<file path="src/rtl/uart_arb_pkg.sv">
// uart_arb_pkg: shared constants and types for the UART bus arbiter.
//   UART_OFF_*   : UART controller register offsets (2 bits)
//   UART_OFF_IDLE: offset presented when no requester is granted. Status is
//                  read-only and side-effect free, unlike RX data, which pops.
//   arb_state_e  : arbiter lock state (IDLE_RR = no owner, LOCKED = owner valid)
package uart_arb_pkg;

  localparam logic [1:0] UART_OFF_BAUD   = 2'd0;
  localparam logic [1:0] UART_OFF_STATUS = 2'd1;
  localparam logic [1:0] UART_OFF_RXDATA = 2'd2;
  localparam logic [1:0] UART_OFF_TXDATA = 2'd3;
  localparam logic [1:0] UART_OFF_IDLE   = UART_OFF_STATUS;

  typedef enum logic {
    IDLE_RR = 1'b0,
    LOCKED  = 1'b1
  } arb_state_e;

endpackage

</file>
<file path="src/rtl/uart_rr_pick.sv">
// uart_rr_pick: combinational masked priority picker.
// The search starts at ptr and wraps modulo NumReq. The first set request
// bit wins.
//   req   in  NumReq  request vector (already masked by the caller)
//   ptr   in  PtrW    search start index (must be < NumReq)
//   gnt   out NumReq  one-hot winner (all zero when nothing requests)
//   valid out 1       a winner exists
module uart_rr_pick #(
  parameter  int NumReq = 2,
  localparam int PtrW   = (NumReq > 1) ? $clog2(NumReq) : 1
) (
  input  logic [NumReq-1:0] req,
  input  logic [PtrW-1:0]   ptr,
  output logic [NumReq-1:0] gnt,
  output logic              valid
);

  logic [PtrW-1:0] idx;

  always_comb begin
    gnt   = '0;
    valid = 1'b0;
    idx   = '0;
    for (int i = 0; i < NumReq; i++) begin
      // Explicit modulo keeps the wrap correct for non-power-of-2 NumReq.
      idx = PtrW'((int'(ptr) + i) % NumReq);
      if (!valid && req[idx]) begin
        gnt[idx] = 1'b1;
        valid    = 1'b1;
      end
    end
  end

endmodule

</file>
<file path="src/rtl/uart_bus_arb.sv">
// uart_bus_arb: shares one UART controller register port among NumReq
// requesters. Selection is round-robin with one grant per cycle. A requester
// can hold a bounded lock.
// Optional macro UART_ARB_PRIO_EN: when this macro is defined, requester 0
// beats round-robin whenever no other requester holds the lock. Requester-0
// priority grants do not move ptr.
// Ports:
//   clk_i, rst_i   clock, async active-high reset
//   req_i/we_i/lock_i [NumReq]        per-requester request, write, keep-lock
//   addr_i  [NumReq*2]                packed offsets, requester k at [2k+1:2k]
//   wdata_i [NumReq*BusDataWidth]     packed write data
//   gnt_o   [NumReq]                  one-hot combinational grant
//   rvalid_o[NumReq], rdata_o         response one cycle after the grant
//   uart_wr_en_o/addr_o/wdata_o       to UART bus port
//   uart_rdata_i                      from UART bus port
module uart_bus_arb
  import uart_arb_pkg::*;
#(
  parameter int NumReq        = 2,
  parameter int BusDataWidth  = 32,
  parameter int LockMaxCycles = 16
) (
  input  logic                           clk_i,
  input  logic                           rst_i,
  input  logic [NumReq-1:0]              req_i,
  input  logic [NumReq-1:0]              we_i,
  input  logic [NumReq-1:0]              lock_i,
  input  logic [NumReq*2-1:0]            addr_i,
  input  logic [NumReq*BusDataWidth-1:0] wdata_i,
  output logic [NumReq-1:0]              gnt_o,
  output logic [NumReq-1:0]              rvalid_o,
  output logic [BusDataWidth-1:0]        rdata_o,
  output logic                           uart_wr_en_o,
  output logic [BusDataWidth-1:0]        uart_addr_o,
  output logic [BusDataWidth-1:0]        uart_wdata_o,
  input  logic [BusDataWidth-1:0]        uart_rdata_i
);

  localparam int PtrW = (NumReq > 1) ? $clog2(NumReq) : 1;
  localparam int CntW = $clog2(LockMaxCycles + 1);

  arb_state_e               state_q, state_d;
  logic [PtrW-1:0]          ptr_q, ptr_d, owner_q, owner_d;
  logic [CntW-1:0]          cnt_q, cnt_d, cnt_nx;
  logic [NumReq-1:0]        blk_q, blk_d;

  logic [NumReq-1:0]        eff_lock, cand, pick_gnt, gnt_raw;
  logic                     pick_vld, prio_hit, any_gnt;
  logic [PtrW-1:0]          win, win_inc, own_inc;
  logic [1:0]               sel_addr;
  logic [BusDataWidth-1:0]  sel_wdata;
  logic [NumReq-1:0]        rvalid_q;
  logic [BusDataWidth-1:0]  rdata_q;

  // A blocked requester's lock request is treated as a plain request.
  assign eff_lock = lock_i & ~blk_q;

  // While locked, only the owner is visible to the picker.
  always_comb begin
    cand = req_i;
    if (state_q == LOCKED) cand = req_i & (NumReq'(1) << owner_q);
  end

  uart_rr_pick #(.NumReq(NumReq)) u_pick (
    .req   (cand),
    .ptr   (ptr_q),
    .gnt   (pick_gnt),
    .valid (pick_vld)
  );

`ifdef UART_ARB_PRIO_EN
  assign prio_hit = (state_q == IDLE_RR) && req_i[0];
`else
  assign prio_hit = 1'b0;
`endif

  always_comb begin
    gnt_raw = pick_gnt;
    if (prio_hit) gnt_raw = NumReq'(1);
    if (!pick_vld && !prio_hit) gnt_raw = '0;
  end

  // No grant can leak out while reset is held. Otherwise it would reach the
  // UART and have side effects.
  assign gnt_o   = rst_i ? '0 : gnt_raw;
  assign any_gnt = |gnt_o;

  always_comb begin
    win = '0;
    for (int i = 0; i < NumReq; i++)
      if (gnt_raw[i]) win = PtrW'(i);
  end

  assign win_inc = (win     == PtrW'(NumReq - 1)) ? '0 : win + 1'b1;
  assign own_inc = (owner_q == PtrW'(NumReq - 1)) ? '0 : owner_q + 1'b1;

  assign sel_addr  = addr_i[2*win +: 2];
  assign sel_wdata = wdata_i[BusDataWidth*win +: BusDataWidth];

  // Idle presents the status offset, never RX data, so nothing is popped.
  assign uart_addr_o  = any_gnt ? BusDataWidth'(sel_addr) : BusDataWidth'(UART_OFF_IDLE);
  assign uart_wr_en_o = any_gnt & we_i[win];
  assign uart_wdata_o = any_gnt ? sel_wdata : '0;

  assign cnt_nx = (cnt_q == CntW'(LockMaxCycles)) ? cnt_q : cnt_q + 1'b1;

  always_comb begin
    state_d = state_q;
    ptr_d   = ptr_q;
    owner_d = owner_q;
    cnt_d   = cnt_q;
    blk_d   = blk_q & lock_i;  // a block clears once lock_i drops
    unique case (state_q)
      IDLE_RR: begin
        if (any_gnt) begin
          if (eff_lock[win]) begin
            if (LockMaxCycles <= 1) begin
              // A single-cycle budget is used up by the grant itself.
              ptr_d      = win_inc;
              blk_d[win] = 1'b1;
            end else begin
              state_d = LOCKED;
              owner_d = win;
              cnt_d   = CntW'(1);
            end
          end else if (!prio_hit) begin
            ptr_d = win_inc;
          end
        end
      end
      LOCKED: begin
        // The budget counts every locked cycle, including cycles where the
        // owner is idle.
        if (!lock_i[owner_q]) begin
          state_d = IDLE_RR;
          ptr_d   = own_inc;
          cnt_d   = '0;
        end else if (cnt_nx >= CntW'(LockMaxCycles)) begin
          state_d        = IDLE_RR;
          ptr_d          = own_inc;
          blk_d[owner_q] = 1'b1;
          cnt_d          = '0;
        end else begin
          cnt_d = cnt_nx;
        end
      end
      default: state_d = IDLE_RR;
    endcase
  end

  always_ff @(posedge clk_i or posedge rst_i) begin
    if (rst_i) begin
      state_q <= IDLE_RR;
      ptr_q   <= '0;
      owner_q <= '0;
      cnt_q   <= '0;
      blk_q   <= '0;
    end else begin
      state_q <= state_d;
      ptr_q   <= ptr_d;
      owner_q <= owner_d;
      cnt_q   <= cnt_d;
      blk_q   <= blk_d;
    end
  end

  // The response path does not depend on lock state. Writes still pulse
  // rvalid, with rdata = 0.
  always_ff @(posedge clk_i or posedge rst_i) begin
    if (rst_i) begin
      rvalid_q <= '0;
      rdata_q  <= '0;
    end else begin
      rvalid_q <= gnt_o;
      rdata_q  <= (any_gnt && !we_i[win]) ? uart_rdata_i : '0;
    end
  end

  assign rvalid_o = rvalid_q;
  assign rdata_o  = rdata_q;

endmodule
</file>
<file path="config.mk">
export PLATFORM = sky130hd
export DESIGN_NAME = uart_bus_arb
export DESIGN_NICKNAME = d
export VERILOG_FILES = /design/src/rtl/uart_arb_pkg.sv /design/src/rtl/uart_rr_pick.sv /design/src/rtl/uart_bus_arb.sv
export SDC_FILE = /design/constraint.sdc
export NUM_CORES = 1
export LEC_CHECK = 0
export CAP_MARGIN = 20
export CORE_ASPECT_RATIO = 0.75
export CORE_MARGIN = 2
export CORE_UTILIZATION = 33
export CTS_BUF_LIST = sky130_fd_sc_hd__clkbuf_4
export DETAILED_ROUTE_END_ITERATION = 10
export PLACE_DENSITY = 0.93
export SYNTH_ARGS = -nofsm -noshare
export SYNTH_HDL_FRONTEND = slang
export SYNTH_SLANG_ARGS = --single-unit
</file>
<file path="constraint.sdc">
create_clock -name clk_i -period 2.9 [get_ports clk_i]
set_input_delay 0.725 -clock clk_i [delete_from_list [all_inputs] [get_ports clk_i]]
set_output_delay 0.725 -clock clk_i [all_outputs]
set_load 0.02 [all_outputs]
</file>
### Word level (Yosys, flattened, before mapping)

Index checks and enable logic that the tools add are counted.

| word-level totals | value |
|---|---|
| bits in registers | 44 |
| input bits | 108 |
| word-level logic and storage cells | 94 |

| cells by class | value |
|---|---|
| add/sub/neg operators | 4 |
| magnitude comparators | 8 |
| equality and inequality tests | 5 |
| shift-type cells | 3 |
| multiplexer cells | 48 |
| bitwise gates (word level) | 8 |
| reduce and logical (&&, ||, !) cells | 11 |

Operators by type and width:

| kind | count |
|---|---|
| 32-bit 2-to-1 mux | 2 |
| 64-bit by 7-bit variable part select with 32-bit output | 1 |
| 1-bit 2-to-1 mux | 26 |
| 5-bit 2-to-1 mux | 5 |
| 2-bit 2-to-1 mux | 9 |
| 5-bit one-hot mux with 2 select lines | 1 |
| 1-bit by 2-bit less-than comparator with 1-bit output (second input constant) | 4 |
| 2-bit bitwise AND | 3 |
| 2-bit inequality test (second input constant) | 3 |
| 3-bit AND reduction | 2 |
| 5-bit by 1-bit adder with 5-bit output (second input constant) | 1 |
| 5-bit == test (second input constant) | 1 |
| 5-bit greater-or-equal comparator (second input constant) | 1 |
| 1-bit logical AND | 5 |
| 2-bit bitwise OR | 2 |
| 1-bit one-hot mux with 2 select lines | 2 |
| 4-bit by 3-bit variable part select with 2-bit output | 1 |
| 1-bit adder (second input constant) | 3 |
| 1-bit demux with 1-bit select | 3 |
| 1-bit greater-or-equal comparator (second input constant) | 3 |
| 3-bit by 2-bit inequality test with 1-bit output (second input constant) | 1 |
| 1-bit zero test | 2 |
| 2-bit NOT | 1 |
| 2-bit AND reduction | 1 |
| other kinds (4) | 4 |

### Depth between registers and ports, before layout

Gate-level depths: netlist (run 1).

| logic depth | value |
|---|---|
| word-level depth | 16 |
| mapped depth | 8 |
| gate-level depth less buffers | 6 |

### Hierarchy

Synthesis (run 1) repeated with hierarchy kept, for this count alone.

| unflattened totals | value |
|---|---|
| cell total of the unflattened synthesis | 284 |
| area, all modules | 2432.3 µm² |

Modules (own cells, without submodules):

| module | instances | cells an instance | area each (µm²) | seq. area each (µm²) |
|---|---|---|---|---|
| uart_bus_arb | 1 | 280 | 2407.3 | 1101.1 |
| uart_rr_pick | 1 | 4 | 25.0 | 0.0 |

### Worst setup path after synthesis (run 1)

OpenSTA, ideal clock, no wires.

| path | value |
|---|---|
| path type | input -> output |
| start point | input port rst_i |
| end point | output port gnt_o[0] |
| data arrival time | 2.255 ns |
| required time | 2.175 ns |
| setup slack | -0.080 ns |
| stages on the path | 3 |
| path buffers | 0 |
| cells stage by stage | inv_1 nand3_1 a31oi_1 |

| between the ends | value |
|---|---|
| longest elaborated chain between the ends | 1 |

RTL lines:

| element | line | source |
|---|---|---|
| start: declaration | uart_bus_arb.sv:24 | `input logic rst_i,` |
| 2-bit 2-to-1 mux | uart_bus_arb.sv:85 | `assign gnt_o = rst_i ? '0 : gnt_raw;` |
| end: declaration | uart_bus_arb.sv:30 | `output logic [NumReq-1:0] gnt_o,` |

No other way between the ends.

### Worst setup path after layout (run 1)

| path | value |
|---|---|
| start point | input port rst_i |
| end point | output port uart_wdata_o[31] |

| between the ends | value |
|---|---|
| longest elaborated chain between the ends | 3 |

RTL lines:

| element | line | source |
|---|---|---|
| 2-bit 2-to-1 mux | uart_bus_arb.sv:85 |  |
| 2-bit OR reduction | uart_bus_arb.sv:86 | `assign any_gnt = \|gnt_o;` |
| 32-bit 2-to-1 mux | uart_bus_arb.sv:103 | `assign uart_wdata_o = any_gnt ? sel_wdata : '0;` |
| end: declaration | uart_bus_arb.sv:35 | `output logic [BusDataWidth-1:0] uart_wdata_o,` |

No other way between the ends.

==> results of run 1 <==
area by class of cell:
type                       instances  area, um^2
fill                             619        3000
timing repair buffer             194        1780
multi-input combinational        216        1120
sequential                        44        1100
tap                              101         126
clock inverter                     3        42.5
clock buffer                       5        37.5
inverter                           4        18.8
state kept, by name, summed over array words and instances (netlist names):
register	count
rdata_o	32
rvalid_o	2
state_q	1
ptr_q	1
cnt_q	5
owner_q	1
blk_q	2
path summary, 6_finish.rpt:
kind | start | endpoint | slack (ns) | cells after the start
setup reg to reg | state_q | cnt_q[2] | 0.79 | 7
max in group asynchronous | rst_i | blk_q[1] | 1.49 | 4
hold / removal | blk_q[1] | blk_q[1] | 0.50 | 1
min in group asynchronous | rst_i | rdata_o[1] | 1.03 | 4
hold reg to reg | blk_q[1] | blk_q[1] | 0.50 | 1
setup / recovery | rst_i | uart_wdata_o[31] | 0.05 | 5
per-stage QoR:
stage | std cells | worst slack [ns] | setup TNS, ns | util, %
3_5_place_dp | 558 | -0.705 | -23.36 | 58.9
4_1_cts | 567 | 0.0267 | 0 | 58.3
6_report | 567 | 0.0524 | 0 | 58.5
3_3_place_gp | 558 | -0.651 | -21.02 | 58.9
5_1_grt | 567 | -0.0200 | -0.103 | 58.5
2_1_floorplan | 314 | 0.174 | 0 | -
worst max-delay path: stages:
cell and delay, ns:
clkdlybuf4s50_1 0.43, or3_1 0.41, buf_4 0.22, a21oi_1 0.15
buf_2 0.19
cells by family (layout without fill, tap and decap cells):
group / count (synthesis) / in the layout
compound gates: 49 / 49
xor+xnor: 2 / 2
fa+ha+maj: 2 / 2
buf+inv: 54 / 206
flops: 44 / 44
mux: 3 / 3
other cells: 1 / 30
simple gates: 130 / 130
power by group:
part	internal [mW]	switching, mW	total, mW
clock	0.180	0.196	0.376
combinational	0.470	0.571	1.04
sequential	0.682	0.0502	0.733
repair_timing:
| action | in CTS | in global routing |
|---|---|---|
| setup endpoints to repair | 37 | 35 |
| gates cloned | 1 | 0 |
| gates resized for setup | 156 | 8 |
layer usage:
layer	part of all wire [%]	global-route usage [%]
met5	0	0
met2	50	34.3
met4	2.0	6.58
met1	40	24.6
met3	8.9	5.61
cells in the mapped netlist, types with 2 or more instances:
cell,count,area share [%]
nand3_1,8,1.6
a22o_1,2,0.72
a21oi_1,37,7.6
buf_6,5,2.3
clkbuf_1,11,1.7
and3_1,34,8.7
o211ai_1,2,0.62
nor4b_1,2,0.72
dfrtp_1,44,45
nand2b_1,4,1.0
buf_4,30,9.2
ha_1,2,1.0
nand2_1,71,11
nor2_1,6,0.92
buf_2,4,0.82
o21a_1,2,0.62
o21ai_0,3,0.62
inv_1,4,0.62
==> impl_metrics.toml, run 1 <==
[yosys]
synth_fa_ha_area_share_pct = 1.03
synth_area_mm2 = 0.00243
postSynthCellCount = 285
synth_seq_area_share_pct = 45.2
syn_area_per_cell_um2 = 8.54
yosysWarnings = 0
synth_ff_type = "dfrtp_1"
synth_xor_area_share_pct = 0.719
synth-edff-count = 0
synthMuxAreaShare_pct = 1.80
synth_cell_types = 32
synthSimpleGateAreaFrac_pct = 25.3
async_flop_share_pct = 100
synth_compound_area_share_pct = 11.0
ys_ff_latch = 44
synth_top_family_by_area = "simple AND/OR/NAND/NOR gates"

[detailed_routing]
wl_per_cell_um = 15.0
num_vias = 2629
vias_per_cell = 4.64
antenna_left = 0
drt_wl_total_mm = 8.48
drt_iter0_markers = 111
drc = 0
dr.pass1.iters = 4

[clock_network]
numCtsBuffers = 5
cts_buffer_depth = 2
post_cts.repair.setup_buffers = 0
postCtsHoldBufs = 0
cts_tree = "built"
path_clk_slew_ns = 0.12
cts_root_buf = "clkbuf_4"
cts-htree-levels = 2
cts_sinks = 44
clk_latency_ns = 0.35

[place]
placed_area_mm2 = 0.00426
place.port_buffers = 178
dp.final_hpwl_mm = 6.61
place.gp.congestion = 0.835

[worst_setup_path]
worstPathRequired_ns = 2.17
endpoint_kind = "output port"
cp_max_fo = 20
crit_type = "primary input to output port"
cp.arrival_ns = 2.12
critPathLaunchType = "primary input"

[worst_hold_path]
hold_path_class = "flop to flop"

[global_routing]
grt_pass1_vias = 2531
antenna_found_initial = 0
overflow = 0
track_usage_pct = 20.2
grt_max_degree = 45
grt_pass1_wl_mm = 12.6

[flow_run]
max_cap_violations = 0

[timing]
drv_slew = 0
timing.hold.ws_ns = 0.500
worst_pin_slew_ns = 0.536
finalSetupViolations = 0
relSlewSlack_pct = 64.2
finalHoldViolCount = 0
fmax_mhz = 351
grt_setup_unrepaired = "true"
finalClockSkew_ns = 0.00748
fin_crit_sh_pct = 98.2
fin_crit_ns = 2.85

[die]
die_w_um = 103
coreArea_mm2 = 0.00723
dieArea_mm2 = 0.00809
boundaryPins = 209
start_util_pct = 33.7
std_cell_rows = 27
die_y_um = 78.4

[cells_and_area]
final_common_cell = "clkdlybuf4s50_1"
fin_area_mm2 = 0.00423
final_layout_size_suffix_gt1_share_pct = 14.8
mostFrequentLayoutCells = "clkdlybuf4s50_1 (139), nand2_1 (70), dfrtp_1 (44), a21oi_1 (35), and3_1 (33)"
areaGrowthSynthToFinish_pct = 73.7
diodes = 0
nNetsFinal = 575

[pwr]
p_per_area_mw_per_mm2 = 508
ir_drop_v = 0.000228
p_total_mw = 2.15
power.leakage_nw = 2.09

[outcome]
status = "completed"
Note: power is estimated with default switching activity, not from simulation.
==> run 2: changes to the inputs <==
Settings changed: ABC_AREA set to 0.
==> results of run 2 <==
The final DEF is identical to that of run 1; final timing and power are the same.
